===== src/rtl/signal_pkg.sv =====
// Shared types and default sizing for the signal sampler.
package signal_pkg;
   localparam int ADC_BITS_DEF = 12;
   localparam int N_ANALOG_DEF = 2;

   typedef enum logic [2:0] {
      S_IDLE,
      S_REQ,
      S_WAIT,
      S_ACCUM,
      S_DONE
   } state_t;
endpackage


===== src/rtl/sample_tick_gen.sv =====
// Sample-rate divider: counts 0..rate_div and ticks on the wrap cycle.
module sample_tick_gen #(
   parameter int DIV_W = 16
) (
   input  logic             clk,
   input  logic             reset,
   input  logic             enable,
   input  logic [DIV_W-1:0] rate_div,
   output logic             tick
);
   logic [DIV_W-1:0] cnt;
   logic             wrap;

   // >= so that shrinking rate_div below the live count wraps immediately
   assign wrap = enable && (cnt >= rate_div);
   assign tick = wrap && !reset;

   always_ff @(posedge clk) begin
      if (reset || !enable) cnt <= '0;
      else if (wrap)        cnt <= '0;
      else                  cnt <= cnt + 1'b1;
   end
endmodule


===== src/rtl/signal_sampler.sv =====
// Multi-channel ADC + digital bus sampler with power-of-two window averaging.
module signal_sampler
   import signal_pkg::*;
#(
   parameter int N_ANALOG     = N_ANALOG_DEF,
   parameter int N_DIGITAL    = 8,
   parameter int ADC_BITS     = ADC_BITS_DEF,
   parameter int DIV_W        = 16,
   parameter int MAX_AVG_LOG2 = 4,
   localparam int CH_W  = (N_ANALOG > 1) ? $clog2(N_ANALOG) : 1,
   localparam int AVG_W = (MAX_AVG_LOG2 > 0) ? $clog2(MAX_AVG_LOG2 + 1) : 1
) (
   input  logic                               clk,
   input  logic                               reset,
   input  logic                               enable,
   input  logic [DIV_W-1:0]                   rate_div,
   input  logic [AVG_W-1:0]                   avg_log2,
   input  logic [N_DIGITAL-1:0]               digital,
   output logic                               adc_start,
   output logic [CH_W-1:0]                    adc_channel,
   input  logic [ADC_BITS-1:0]                adc_data,
   input  logic                               adc_valid,
   output logic [N_ANALOG-1:0][ADC_BITS-1:0]  analog_out,
   output logic [N_DIGITAL-1:0]               digital_out,
   output logic                               ready,
   output logic                               overrun,
   input  logic                               overrun_clr
);
   localparam int ACC_W = ADC_BITS + MAX_AVG_LOG2;
   localparam int RND_W = MAX_AVG_LOG2 + 1;
   localparam logic [CH_W-1:0]  LAST_CH = CH_W'(N_ANALOG - 1);
   localparam logic [AVG_W-1:0] MAX_LAT = AVG_W'(MAX_AVG_LOG2);

   state_t                         state, state_n;
   logic                           tick;
   logic [CH_W-1:0]                idx;
   logic [N_ANALOG-1:0][ACC_W-1:0] acc;
   logic [RND_W-1:0]               rounds, rounds_inc;
   logic [AVG_W-1:0]               avg_lat;
   logic [N_DIGITAL-1:0]           dig_hold;
   logic                           win_done;

   sample_tick_gen #(.DIV_W(DIV_W)) u_tick (
      .clk      (clk),
      .reset    (reset),
      .enable   (enable),
      .rate_div (rate_div),
      .tick     (tick)
   );

   assign rounds_inc  = rounds + 1'b1;
   assign win_done    = (rounds_inc == (RND_W'(1) << avg_lat));
   assign adc_channel = idx;

   always_ff @(posedge clk) begin
      if (reset) state <= S_IDLE;
      else       state <= state_n;
   end

   always_comb begin
      state_n   = state;
      adc_start = 1'b0;
      ready     = 1'b0;
      unique case (state)
         S_IDLE:  if (tick) state_n = S_REQ;
         S_REQ: begin
            adc_start = 1'b1;
            state_n   = S_WAIT;
         end
         S_WAIT:  if (adc_valid) state_n = (idx == LAST_CH) ? S_ACCUM : S_REQ;
         S_ACCUM: state_n = win_done ? S_DONE : S_IDLE;
         S_DONE: begin
            ready   = 1'b1;
            state_n = S_IDLE;
         end
         default: state_n = S_IDLE;
      endcase
   end

   always_ff @(posedge clk) begin
      if (reset) begin
         idx         <= '0;
         acc         <= '0;
         rounds      <= '0;
         avg_lat     <= '0;
         dig_hold    <= '0;
         analog_out  <= '0;
         digital_out <= '0;
         overrun     <= 1'b0;
      end else begin
         // a dropped tick outranks a simultaneous clear
         if (tick && state != S_IDLE) overrun <= 1'b1;
         else if (overrun_clr)        overrun <= 1'b0;

         case (state)
            S_IDLE: if (tick) begin
               dig_hold <= digital;
               idx      <= '0;
               if (rounds == '0)
                  avg_lat <= (avg_log2 > MAX_LAT) ? MAX_LAT : avg_log2;
            end
            S_WAIT: if (adc_valid) begin
               acc[idx] <= acc[idx] + ACC_W'(adc_data);
               if (idx != LAST_CH) idx <= idx + 1'b1;
            end
            S_ACCUM: begin
               rounds <= rounds_inc;
               // publish here so outputs are already stable when ready pulses in DONE
               if (win_done) begin
                  for (int i = 0; i < N_ANALOG; i++)
                     analog_out[i] <= ADC_BITS'(acc[i] >> avg_lat);
                  digital_out <= dig_hold;
               end
            end
            S_DONE: begin
               acc    <= '0;
               rounds <= '0;
            end
            default: ;
         endcase
      end
   end
endmodule


===== config.mk =====
export PLATFORM = sky130hd
export DESIGN_NAME = signal_sampler
export DESIGN_NICKNAME = d
export VERILOG_FILES = /design/src/rtl/signal_pkg.sv /design/src/rtl/sample_tick_gen.sv /design/src/rtl/signal_sampler.sv
export SDC_FILE = /design/constraint.sdc
export NUM_CORES = 1
export LEC_CHECK = 0
export CAP_MARGIN = 40
export CORE_MARGIN = 2
export CORE_UTILIZATION = 57
export CTS_BUF_LIST = sky130_fd_sc_hd__clkbuf_2 sky130_fd_sc_hd__clkbuf_4 sky130_fd_sc_hd__clkbuf_8
export DETAILED_ROUTE_END_ITERATION = 8
export GPL_TIMING_DRIVEN = 0
export PLACE_DENSITY_LB_ADDON = 0.08
export SYNTH_ARGS = -nofsm -noshare
export SYNTH_HDL_FRONTEND = slang
export SYNTH_SLANG_ARGS = --single-unit

===== constraint.sdc =====
create_clock -name clk -period 4.4 [get_ports clk]
set_input_delay 0.88 -clock clk [delete_from_list [all_inputs] [get_ports clk]]
set_output_delay 0.88 -clock clk [all_outputs]
set_load 0.02 [all_outputs]

== Word-level counts from Yosys, hierarchy flattened ==
Cells that the tools add are included.

* Register bits: 101
* Output and inout port bits: 36
* Input bits: 44
* Word-level logic and storage cells: 73

* Equality and inequality tests: 7
* Magnitude comparators: 4
* Shift-type cells: 3
* Muxes and demuxes: 22
* Add/subtract/negate cells: 4
* Reductions and logical operators: 21

{| class="wikitable"
|+ Operators by type and width
! kind !! number
|-
| $pmux 32 s2 || 1
|-
| $mux 16 || 3
|-
| $bwmux 32 || 1
|-
| $mux 32 || 1
|-
| $shr 16x3->12 || 2
|-
| $add 16x1->16 const B || 1
|-
| $add 16x12->16 || 1
|-
| $demux 16 s1 || 1
|-
| $ge 16x16->1 || 1
|-
| $mux 3 || 4
|-
| $pmux 3 s4 || 1
|-
| $pmux 5 s2 || 1
|-
| $reduce_and 2->1 || 4
|-
| $reduce_bool 2->1 || 4
|-
| $mux 1 || 7
|-
| $eq 3x2->1 const B || 2
|-
| $reduce_and 3->1 || 2
|-
| $add 5x1->5 const B || 1
|-
| $eq 5x5->1 || 1
|-
| $logic_not 5->1 || 1
|-
| $shl 1x3->5 const A || 1
|-
| $logic_and 1x1->1 || 4
|-
| $ne 2x2->1 const B || 2
|-
| $eq 3x1->1 const B || 1
|-
| other kinds (12) || 13
|}

== Longest topological paths before layout ==
* Depth after elaboration: 7
* Mapped depth: 11
* Gate-level depth less buffers: 9

== By module ==
Synthesis repeated with hierarchy kept, for this count alone.

* Cells, all modules: 698
* Area, all modules: 6439.9 µm²

{| class="wikitable"
|+ By module, submodules not included
! module !! sequential area each (µm²) !! times used !! cells each !! area each (µm²)
|-
| signal_sampler || 1701.6 || 1 || 569 || 5265.0
|-
| sample_tick_gen || 320.3 || 1 || 129 || 1174.9
|}

== Worst setup path before layout ==
No wires, ideal clock.

* Path kind: register to register
* Start point: reg idx, in the netlist adc_channel
* End point: reg acc[15] (netlist bit)
* Slack: 1.155 ns
* Arrival: 3.127 ns
* Required time: 4.282 ns
* Setup time: 0.118 ns
* Cell stages (with the launch flop): 11
* Buffers on the path: 2
* Path through: dfxtp_1 clkbuf_1 clkbuf_1 mux2_2 ha_1 a21oi_1 o21ai_1 or4b_1 o211ai_1 xor2_1 nor2_1

* Word-level cells in the longest chain between the ends: 7

{| class="wikitable"
|+ Ends and longest elaborated chain
! what !! RTL line !! text
|-
| start, declared || signal_sampler.sv:36 || <nowiki>logic [CH_W-1:0] idx;</nowiki>
|-
| start signal, assigned || signal_sampler.sv:104 || <nowiki>if (idx != LAST_CH) idx <= idx + 1'b1;</nowiki>
|-
| branches (longest 4 deep; another with $add 16x12->16) || - ||
|-
| $bwmux 32 * || signal_sampler.sv:103 || <nowiki>acc[idx] <= acc[idx] + ACC_W'(adc_data);</nowiki>
|-
| $mux 32 * || signal_sampler.sv:102 || <nowiki>S_WAIT: if (adc_valid) begin</nowiki>
|-
| $pmux 32 s2 * || signal_sampler.sv:95 || <nowiki>case (state)</nowiki>
|-
| end signal, assigned by index || signal_sampler.sv:103 ||
|-
| end, declared || signal_sampler.sv:37 || <nowiki>logic [N_ANALOG-1:0][ACC_W-1:0] acc;</nowiki>
|}

Mark *: on every way between the ends. The select of a mux whose other input is x is not followed.
A chain may end at the register's enable or synchronous reset.

== Worst setup path in the final report ==
* Start point: reg idx, in the netlist adc_channel
* End point: reg acc[29] (netlist bit)

The elaborated chain is that of the path after synthesis.

==> run metrics <==
drt drc 0; Overall Global Routing Usage 28.5%; clk_skew 13.5 ps; Worst-Margin Slew 769 ps; Crit. End Element register; Synth Register Bits 101; ant diodes 0; CP Max Fanout 10; Post-synth EDFFs 0; nets@finish 852; Hold Path Origin analog_out[5]; CTS resizes 0; worst hold endpoint analog_out[5]; full die area 0.0113 mm²; WL/cell 16.9 µm; critical path arrival 4070 ps; Crit Reg-Reg Startpoint adc_channel; DR vias 5514; largest net degree at the start of global routing 17; I/O pins 80; RSZ-0062 raised after global routing false; TritonCTS clock tree yes; period utilisation layout 85.7%; cell count of the worst hold path 1; Final Power 0.00168 W; Setup CP Type reg2reg; GR Overflow Total 0; worst skew pair latency 370 ps; most numerous cell in the Yosys netlist dfxtp_1; Buf+Inv Stages, Crit Path 2; Area contributors post-synth dfxtp_1, mux2_2, ha_1, nor2_1, a22o_1; CTS Buffer Depth 2; Avg Inst Size Synth 8.67 µm²; CTS Hold Buffers Added 0; Routed Wire Length 15500 µm; Hold Fails Final Rpt 0; post-synth top area share 34.0%; # rows 37; Cells after Synth 686; DRT antenna net count 0; Initial Util 58.1%; sequential-to-total area share from yosys stat 34.0%; CP Data Required Time 4700 ps; final setup violation count 0; die height 106 µm; outcome finished, final reports clean; die width 106 µm; Starting DRT DRC Count 352; Setup Buffers After CTS 0; CTS buffer count 9; Cell Area, Synth 0.00595 mm²; Final TNS setup 0 ps; VDD IR-drop max 0.171 mV; Reg2Reg Setup Slack 630 ps; Cell Chain, Critical Path clkbuf_1 -> clkbuf_1 -> mux2_2 -> ha_1 -> a21oi_1 -> o21ai_1 -> or4b_1 -> o21ai_1 -> a21oi_1 -> o21ai_0; area grow syn2layout 19.9%; slowest cell delay on critical path 570 ps; vias per cell 6.01; antenna violations before repair 0; Power Density 235 mW/mm²; clk root buf clkbuf_8; Setup crit start kind register; first-pass iteration count of the detailed router 5; vias in the first global route 5304; synth unique cells 67; fin crit period 3770 ps; worst r2r dst acc[29]; critical path's slowest cell clkbuf_1; delay-heaviest family, CP buffers and inverters; Syn. warnings 0; CTS sink count 101; HPWL after DPL 12100 µm; Reg2Reg Depth 10; Async SR Flop Fraction 0%; Max Freq 265 MHz; LEAKAGE 2.86 nW; most common library cells after synthesis dfxtp_1, nor2_1, nand2_1; Top FF cell, synth dfxtp_1; Final Max Tran Viols 0; share of cells above drive strength 1 9.22%; H-tree levels 3; Max Cap Viol 0; syn_nets 762; leading area contributor after synthesis dfxtp_1; clock slew at reported path FFs 90 ps; RD Place Congestion 0.959; core area 0.0102 mm²; Hold/Removal Path Class reg2reg; final core occ 69.7%; first-pass GRT wire length 25900 µm; port bufs 79; Max-slew headroom 48.8%
==> final cells by class <==
class / count / area, µm²
clock buffer: 10 / 138
timing repair buffer: 79 / 791
sequential: 101 / 2020
clock inverter: 6 / 86.3
multi-input combinational: 511 / 3610
inverter: 38 / 143
buffer: 36 / 171
fill: 854 / 3100
tap: 136 / 170
==> routing by layer <==
metal | routed length (µm) | global-route usage [%]
met1 | 7190 | 38.7
met2 | 7170 | 47.0
met3 | 959 | 4.41
met4 | 197 | 7.99
met5 | 0 | 0
==> worst max path at each step <==
stage / startpoint / end / cells after the start
after floorplan: adc_channel / acc[15] / 10
after global placement: adc_channel / acc[30] / 10
after detailed placement: adc_channel / acc[30] / 10
after CTS: adc_channel / acc[30] / 10
after global routing: adc_channel / acc[30] / 10
final: adc_channel / acc[29] / 10
==> state kept, by name, summed over array words and instances (netlist names) <==
signal       count
acc             32
digital_out      8
state            3
adc_channel      1
u_tick.cnt      16
dig_hold         8
avg_lat          3
rounds           5
overrun          1
analog_out      24
==> power breakdown <==
group / switching (W) / internal, W
clock: 0.000320 / 0.000335
combinational: 0.0000514 / 0.0000554
sequential: 0.00000139 / 0.000914
==> metrics by stage <==
stage,instances,hold WS (ps),setup WS [ps],area [µm²]
after floorplan,686,446,1150,5950
after global placement,901,444,746,6910
after detailed placement,901,445,724,6910
after CTS,917,470,698,7130
after global routing,917,481,372,7130
final,917,464,629,7130
==> placed cells by master, fill, tap and decap left out, types with 3 or more instances in the layout <==
cell type          n
nand2b_1           3
and3_1            13
ha_1              31
xor2_1            16
nand3b_1           6
a2111oi_0          3
nor3_1             6
xnor2_1           10
dfxtp_1          101
inv_1             37
or3_1              6
and2_1             3
o2bb2ai_1         18
a22o_1            26
a21o_1             6
nand4_1            5
mux2_2            35
o22ai_1           22
o221ai_1           4
mux2i_1           20
nor3b_1            5
nor4_1             3
clkbuf_1          24
clkbuf_8          10
buf_6              3
a31oi_1            7
nand2_1           46
o211ai_1           8
clkdlybuf4s50_1   79
or2_2              3
buf_2              4
a21oi_1           41
a211oi_1           9
nor2_1            73
o21ai_0           16
nand3_1           25
==> logic make-up after synthesis <==
family / after synthesis / synth area share [%]
compound gates: 187 / 22.4
xor+xnor: 27 / 4.21
fa+ha+maj: 32 / 6.86
buf+inv: 74 / 5.28
flops: 101 / 34.0
mux: 55 / 9.99
simple gates: 210 / 17.2
(Power assumes the default switching activity.)
